**config.mk**
```make
export PLATFORM = sky130hd
export DESIGN_NAME = cmp_filter_stream
export DESIGN_NICKNAME = d
export VERILOG_FILES = /design/src/rtl/cmp_pkg.sv /design/src/rtl/cmp_lane.sv /design/src/rtl/cmp_filter_stream.sv
export SDC_FILE = /design/constraint.sdc
export NUM_CORES = 1
export LEC_CHECK = 0
export CAP_MARGIN = 20
export CORE_AREA = 2 2 265 267
export DETAILED_ROUTE_END_ITERATION = 8
export DIE_AREA = 0 0 267 269
export GPL_TIMING_DRIVEN = 0
export PLACE_DENSITY = 0.45
export SYNTH_ARGS = -nofsm -noshare
export SYNTH_HDL_FRONTEND = slang
export SYNTH_SLANG_ARGS = --single-unit
```
**constraint.sdc**
```tcl
create_clock -name clk -period 14.4 [get_ports clk]
set_input_delay 2.88 -clock clk [delete_from_list [all_inputs] [get_ports clk]]
set_output_delay 2.88 -clock clk [all_outputs]
set_load 0.01 [all_outputs]
```
**src/rtl/cmp_pkg.sv**
```systemverilog
// Shared types for the column filter predicate path: opcode encoding,
// cmd field positions and the column-tracking FSM states.
package cmp_pkg;

  typedef enum logic [2:0] {
    OP_EQ    = 3'd0,
    OP_NE    = 3'd1,
    OP_LT    = 3'd2,
    OP_LE    = 3'd3,
    OP_GT    = 3'd4,
    OP_GE    = 3'd5,
    OP_TRUE  = 3'd6,
    OP_FALSE = 3'd7
  } cmp_op_e;

  localparam int CMD_UNSIGNED_BIT = 3;

  typedef enum logic {
    ST_IDLE = 1'b0,
    ST_COL  = 1'b1
  } col_state_e;

endpackage

```
**src/rtl/cmp_lane.sv**
```systemverilog
// One combinational lane compare: match = en & (a op b), signed or unsigned.
module cmp_lane
  import cmp_pkg::*;
#(
  parameter int NUM_SIZE = 32
) (
  input  logic [NUM_SIZE-1:0] a,
  input  logic [NUM_SIZE-1:0] b,
  input  cmp_op_e             op,
  input  logic                is_unsigned,
  input  logic                en,
  output logic                match
);

  logic lt_s;
  logic eq_s;
  logic res_s;

  assign eq_s = (a == b);

  // Less-than under the selected number interpretation
  always_comb begin
    lt_s = 1'b0;
    if (is_unsigned) begin
      lt_s = (a < b);
    end else begin
      lt_s = ($signed(a) < $signed(b));
    end
  end

  // Opcode decode; disabled lanes never match, even under TRUE
  always_comb begin
    res_s = 1'b0;
    case (op)
      OP_EQ:    res_s = eq_s;
      OP_NE:    res_s = ~eq_s;
      OP_LT:    res_s = lt_s;
      OP_LE:    res_s = lt_s | eq_s;
      OP_GT:    res_s = ~(lt_s | eq_s);
      OP_GE:    res_s = ~lt_s;
      OP_TRUE:  res_s = 1'b1;
      OP_FALSE: res_s = 1'b0;
      default:  res_s = 1'b0;
    endcase
  end

  assign match = en & res_s;

endmodule

```
**src/rtl/cmp_filter_stream.sv**
```systemverilog
// Multi-lane streaming predicate unit: two-stage valid/ready pipeline producing
// a per-beat lane mask and a saturating per-column match count.
module cmp_filter_stream
  import cmp_pkg::*;
#(
  parameter int NUM_SIZE      = 32,
  parameter int LANES         = 4,
  parameter int CMD_SIZE_LOG2 = 3,
  parameter int CNT_W         = 32
) (
  input  logic                        clk,
  input  logic                        reset,
  input  logic                        s_valid,
  output logic                        s_ready,
  input  logic [LANES*NUM_SIZE-1:0]   s_in1,
  input  logic [LANES*NUM_SIZE-1:0]   s_in2,
  input  logic [LANES-1:0]            s_lane_en,
  input  logic                        s_last,
  input  logic [(2**CMD_SIZE_LOG2)-1:0] cmd,
  output logic                        m_valid,
  input  logic                        m_ready,
  output logic [LANES-1:0]            m_mask,
  output logic                        m_last,
  output logic                        cnt_valid,
  output logic [CNT_W-1:0]            cnt
);

  localparam int PC_W = $clog2(LANES + 1);

  function automatic logic [PC_W-1:0] popcount(input logic [LANES-1:0] v);
    logic [PC_W-1:0] c;
    c = '0;
    for (int i = 0; i < LANES; i++) begin
      c = c + PC_W'(v[i]);
    end
    return c;
  endfunction

  function automatic logic [CNT_W-1:0] sat_add(input logic [CNT_W-1:0] acc,
                                               input logic [PC_W-1:0] inc);
    logic [CNT_W:0] sum;
    sum = {1'b0, acc} + (CNT_W + 1)'(inc);
    return sum[CNT_W] ? {CNT_W{1'b1}} : sum[CNT_W-1:0];
  endfunction

  col_state_e               state_r;
  cmp_op_e                  op_lat_r;
  logic                     uns_lat_r;
  cmp_op_e                  eff_op_s;
  logic                     eff_uns_s;
  logic                     unused_cmd_s;

  logic                     v1_r;
  logic [LANES*NUM_SIZE-1:0] a1_r;
  logic [LANES*NUM_SIZE-1:0] b1_r;
  logic [LANES-1:0]         en1_r;
  logic                     last1_r;
  cmp_op_e                  op1_r;
  logic                     uns1_r;

  logic                     v2_r;
  logic [LANES-1:0]         mask_r;
  logic                     last2_r;
  logic [LANES-1:0]         mask_s;

  logic                     ready1_s;
  logic                     ready2_s;
  logic                     accept_s;
  logic                     xfer_s;

  logic [CNT_W-1:0]         acc_r;
  logic [CNT_W-1:0]         cnt_r;
  logic                     cnt_valid_r;

  assign ready2_s     = ~v2_r | m_ready;
  assign ready1_s     = ~v1_r | ready2_s;
  assign s_ready      = ~reset & ready1_s;
  assign accept_s     = s_valid & s_ready;
  assign xfer_s       = v2_r & m_ready;
  assign unused_cmd_s = ^cmd;

  // Live cmd applies only to the first beat of a column; later beats reuse the latch
  always_comb begin
    eff_op_s  = op_lat_r;
    eff_uns_s = uns_lat_r;
    if (state_r == ST_IDLE) begin
      eff_op_s  = cmp_op_e'(cmd[2:0]);
      eff_uns_s = cmd[CMD_UNSIGNED_BIT];
    end else begin
      eff_op_s  = op_lat_r;
      eff_uns_s = uns_lat_r;
    end
  end

  // Column FSM and cmd latch
  always_ff @(posedge clk or posedge reset) begin
    if (reset) begin
      state_r   <= ST_IDLE;
      op_lat_r  <= OP_EQ;
      uns_lat_r <= 1'b0;
    end else if (accept_s) begin
      case (state_r)
        ST_IDLE: begin
          op_lat_r  <= eff_op_s;
          uns_lat_r <= eff_uns_s;
          state_r   <= s_last ? ST_IDLE : ST_COL;
        end
        ST_COL:  state_r <= s_last ? ST_IDLE : ST_COL;
        default: state_r <= ST_IDLE;
      endcase
    end
  end

  // Stage 1: operands, lane enables, last and effective cmd
  always_ff @(posedge clk or posedge reset) begin
    if (reset) begin
      v1_r    <= 1'b0;
      a1_r    <= '0;
      b1_r    <= '0;
      en1_r   <= '0;
      last1_r <= 1'b0;
      op1_r   <= OP_EQ;
      uns1_r  <= 1'b0;
    end else if (ready1_s) begin
      v1_r <= accept_s;
      if (accept_s) begin
        a1_r    <= s_in1;
        b1_r    <= s_in2;
        en1_r   <= s_lane_en;
        last1_r <= s_last;
        op1_r   <= eff_op_s;
        uns1_r  <= eff_uns_s;
      end
    end
  end

  for (genvar i = 0; i < LANES; i++) begin : g_lane
    cmp_lane #(.NUM_SIZE(NUM_SIZE)) u_lane (
      .a           (a1_r[i*NUM_SIZE +: NUM_SIZE]),
      .b           (b1_r[i*NUM_SIZE +: NUM_SIZE]),
      .op          (op1_r),
      .is_unsigned (uns1_r),
      .en          (en1_r[i]),
      .match       (mask_s[i])
    );
  end

  // Stage 2: registered mask/last, held while stalled downstream
  always_ff @(posedge clk or posedge reset) begin
    if (reset) begin
      v2_r    <= 1'b0;
      mask_r  <= '0;
      last2_r <= 1'b0;
    end else if (ready2_s) begin
      v2_r    <= v1_r;
      mask_r  <= mask_s;
      last2_r <= last1_r & v1_r;
    end
  end

  // Match accumulation on output transfer; column total published on m_last
  always_ff @(posedge clk or posedge reset) begin
    if (reset) begin
      acc_r       <= '0;
      cnt_r       <= '0;
      cnt_valid_r <= 1'b0;
    end else if (xfer_s) begin
      if (last2_r) begin
        cnt_r       <= sat_add(acc_r, popcount(mask_r));
        acc_r       <= '0;
        cnt_valid_r <= 1'b1;
      end else begin
        acc_r       <= sat_add(acc_r, popcount(mask_r));
        cnt_valid_r <= 1'b0;
      end
    end else begin
      cnt_valid_r <= 1'b0;
    end
  end

  assign m_valid   = v2_r;
  assign m_mask    = mask_r;
  assign m_last    = last2_r;
  assign cnt_valid = cnt_valid_r;
  assign cnt       = cnt_r;

endmodule

```
**Word level (Yosys, flattened, before mapping)**

Cells that the tools add are included.

- Output and inout bits: 40
- Word-level logic and storage cells: 88
- Flip-flop bits (word level): 342
- Bits of input ports: 273

- Add/sub/neg operators: 4
- Mux-type cells: 15
- Equal/unequal tests: 11
- $lt $le $gt $ge: 8
- Reduce and logical (&&, ||, !) cells: 4
- Bitwise logic cells: 30

Operator list:

| kind | count |
|---|---|
| $lt 32x32->1 | 8 |
| $eq 32x32->1 | 4 |
| $mux 32 | 2 |
| $add 32x3->33 | 1 |
| $pmux 1 s8 | 4 |
| $not 1->1 | 16 |
| $eq 3x3->1 const B | 4 |
| $and 1x1->1 | 8 |
| $mux 1 | 8 |
| $eq 3x2->1 const B | 2 |
| $or 1x1->1 | 6 |
| $reduce_and 2->1 | 3 |
| $add 2x1->3 | 1 |
| $add 3x1->3 | 1 |
| $eq 3x1->1 const B | 1 |
| $logic_not 3->1 | 1 |
| $mux 3 | 1 |
| $add 1x1->2 | 1 |

**Depth between registers and ports, before layout**

- Depth in word-level cells: 6
- Depth in mapped cells: 12

**Cells and area by module**

From an unflattened synthesis, not the netlist that was laid out.

- Cell total of the unflattened synthesis: 2,037
- Area total of the unflattened synthesis: 17,589.4 um2

Modules (own cells, without submodules):

| module | cells an instance | times used | area an instance (um2) | sequential area each (um2) |
|---|---|---|---|---|
| cmp_filter_stream | 1,533 | 1 | 13,985.9 | 8,558.2 |
| cmp_lane | 126 | 4 | 900.9 | 0.0 |

**Least setup slack after synthesis**

OpenSTA, ideal clock, no wires.

- Kind: input port to output port
- From: input port m_ready
- To: output port s_ready
- Setup slack: 8,216 ps
- Stages on the path: 2
- Data required time: 11,520 ps
- Buffers on the path: 0
- Data arrival time: 3,304 ps
- Cells stage by stage: nor2b_1 a21oi_1

- Longest elaborated chain between the ends: 3

RTL lines:

| element | RTL line | text |
|---|---|---|
| start: declaration | cmp_filter_stream.sv:21 | `input logic m_ready,` |
| $or 1x1->1 | cmp_filter_stream.sv:75 | `assign ready2_s = ~v2_r \| m_ready;` |
| $or 1x1->1 | cmp_filter_stream.sv:76 | `assign ready1_s = ~v1_r \| ready2_s;` |
| $and 1x1->1 | cmp_filter_stream.sv:77 | `assign s_ready = ~reset & ready1_s;` |
| end: declaration | cmp_filter_stream.sv:14 | `output logic s_ready,` |

Every way passes these cells.

**Final worst setup path**

Same ends and word-level chain as after synthesis.

==> results.cfg <==
[timing]
period_minus_slack_ps = 7740
slew_violations = 0
skew_ps = 21.3
hold_viol = 0
setup_viol = 0
setup_ws_ps = 6660
timing.fmax_ghz = 0.129
rsz0062_at_grt = false
relSlewSlack = 0.313
tightest_slew_ps = 1030
fin_crit_sh = 0.538
whs_ps = 467

[finish]
fin_util = 0.331
drive_above_1_share = 0.0451
fin_area_um2 = 22900
syn_to_final_growth_pct = 34.4
fin_nets = 2679

[detailed_routing]
drc = 0
wire_per_inst_um = 17.4
drt_iter0_drc = 727
detail_route.first_pass.iterations = 5
vias = 14400
wirelength_mm = 56.6
antenna_left = 0
avgViaCountPerCell = 4.45

[pwr]
ir_drop_uv = 81.3
switching_share = 0.304
cellPowerDensity_nw_per_um2 = 134
switchingPower_uw = 935
internal_power_uw = 2150
power.share.clock = 0.368
power.total_uw = 3080
seq_power_share = 0.393
comb_power_share = 0.239
power.leakage_uw = 0.0106

[placement]
gp_congestion = 0.833
placed_cell_area_um2 = 21400
dp_hpwl_mm = 43.2
io_buffers = 308
dp_slack_ps = 6680

[synth]
synthCells = 1916
synth.largest_area_cell = dfrtp_1
synthesis.nets = 2321
synth_area_um2 = 17100
synthDistinctLibCells = 69
ys_seq_area_frac = 0.502
synthTopCellsByCount = nand2_1, dfrtp_1, o21ai_0
synth_area_per_cell_um2 = 8.90
synth.area.top_cells = dfrtp_1, nand2_1, ha_1, o21ai_0, inv_1
synth.most_common_cell = nand2_1
netlist.area_leader.share = 0.502
ys_dominant_reg_cell = dfrtp_1
ys_ff_latch = 342
synthArstFlopShare = 1.00
synth_edf_count = 0
ys_warn_count = 0

[global_route]
grt_max_degree = 125
grt_pass1_wl_mm = 87.2
grt_pass1_vias = 14900
track_usage = 0.159
antenna_found_initial = 11
grt_overflow = 0

[die]
die_x_um = 267
rows = 97
ios = 313
start_util = 0.246
core_area_um2 = 69300
die_area_um2 = 71800
die_y_um = 269

[clocking]
cts_root_buffer = clkbuf_16
cts_resized = 0
cts_max_path_buffers = 3
cts_setup_buffers = 0
insertion_delay_ps = 590
cts_tree = yes
clkSinkCount = 342
postCtsHoldBufs = 0
path_clk_slew_ps = 50
cts_made_buffers = 44
htreeDepth = 2

[status]
status = finished clean

[run]
drv_cap = 0

[worst_setup_path]
path_max_fanout = 6
cp.required_ps = 11520
worstSetupStartpointType = input pin
cp.arrival_ps = 4860
worstSetupPathType = input pin to output port
cp-end-kind = output port

[min_path]
hold_path_class = register to register
-- critical path, cell delays in order --
cell and delay, ps:
clkdlybuf4s50_1 540, nor2b_1 630, a21oi_1 220, clkdlybuf4s50_1 590
-- cell usage in the layout, fill, tap and decap left out, types with 4 or more instances in the layout --
cell	instances
a21o_1	5
o21ai_0	174
clkbuf_8	13
nor4_1	5
xnor2_1	16
and3_1	10
o22ai_1	4
ha_1	129
o211ai_1	5
a41oi_1	4
nor3_1	15
nor2_1	66
nor2b_1	7
a31oi_1	26
o31ai_1	7
xor2_1	7
mux2i_1	7
clkbuf_16	45
nand4_1	35
clkdlybuf4s50_1	308
mux2_2	4
dfrtp_1	342
nand3_1	38
o21ai_1	5
nand2b_1	4
a211oi_1	5
o22a_1	13
a221oi_1	8
and4_1	12
clkinv_2	5
clkbuf_1	84
buf_2	6
and2_1	7
or4_1	4
buf_1	8
nand2_1	596
inv_1	140
a21oi_1	75
-- path summary, 6_finish.rpt --
path	startpoint	end	slack, ps	depth (start not counted)
max in group asynchronous	reset	b1_r[80]	10660	3
worst min-delay path	cnt[31]	cnt[31]	470	2
worst max-delay path	m_ready	s_ready	6660	4
min in group asynchronous	reset	v1_r	2750	2
worst max register to register	m_mask[0]	cnt[29]	10710	11
worst min register to register	cnt[31]	cnt[31]	470	2
-- power groups by stage --
stage	clock (uW)	combinational [uW]	sequential, uW
2_1_floorplan	0	412	1220
5_1_grt	1210	845	1230
6_report	1130	738	1210
4_1_cts	1170	755	1210
3_3_place_gp	0	734	1230
3_5_place_dp	0	750	1230
-- final cells by class --
type                            count  area, um^2
Inverter                          142         541
Sequential cell                   342        8560
Clock inverter                     12         150
Timing Repair Buffer              312        3180
Antenna cell                        1        2.50
Fill cell                        7209       46400
Multi-Input combinational cell   1339        7580
Tap cell                          940        1180
Clock buffer                       68        1340
Buffer                             93         383
-- registers in the layout, indices dropped and copies added, names as in the netlist --
signal and flops:
op_lat_r 3, op1_r 3, m_last 1, cnt_valid 1, a1_r 128, last1_r 1, state_r 1, b1_r 128
m_mask 4, acc_r 32, en1_r 4, v1_r 1, cnt 32, uns1_r 1, uns_lat_r 1, m_valid 1
-- per-layer routing --
| layer | part of all wire | track usage | wire length (um) |
|---|---|---|---|
| met1 | 0.45 | 0.207 | 25500 |
| met2 | 0.47 | 0.266 | 26700 |
| met3 | 0.055 | 0.0348 | 3100 |
| met4 | 0.021 | 0.0419 | 1200 |
| met5 | 0.0020 | 0 | 115 |
-- kinds of logic (layout without fill, tap and decap cells) --
family | Yosys count | count (layout) | synth area share
buffers and inverters | 235 | 627 | 0.0537
AND/OR/NAND/NOR | 812 | 812 | 0.203
adder cells (fa/ha/maj) | 133 | 133 | 0.0987
multiplexers | 11 | 11 | 0.00675
XOR/XNOR | 23 | 23 | 0.0118
flip-flops | 342 | 342 | 0.502
AO/OA/AOI/OAI | 360 | 360 | 0.125
other | 0 | 1 | 0
-- per-stage QoR --
| step | setup TNS (ps) | instances |
|---|---|---|
| 3_3_place_gp | -1073020 | 3164 |
| 4_1_cts | 0 | 3248 |
| 6_report | 0 | 3249 |
| 5_1_grt | 0 | 3249 |
| 3_5_place_dp | 0 | 3168 |
| 2_1_floorplan | 0 | 1916 |
Power figures use the tool's default switching activity.
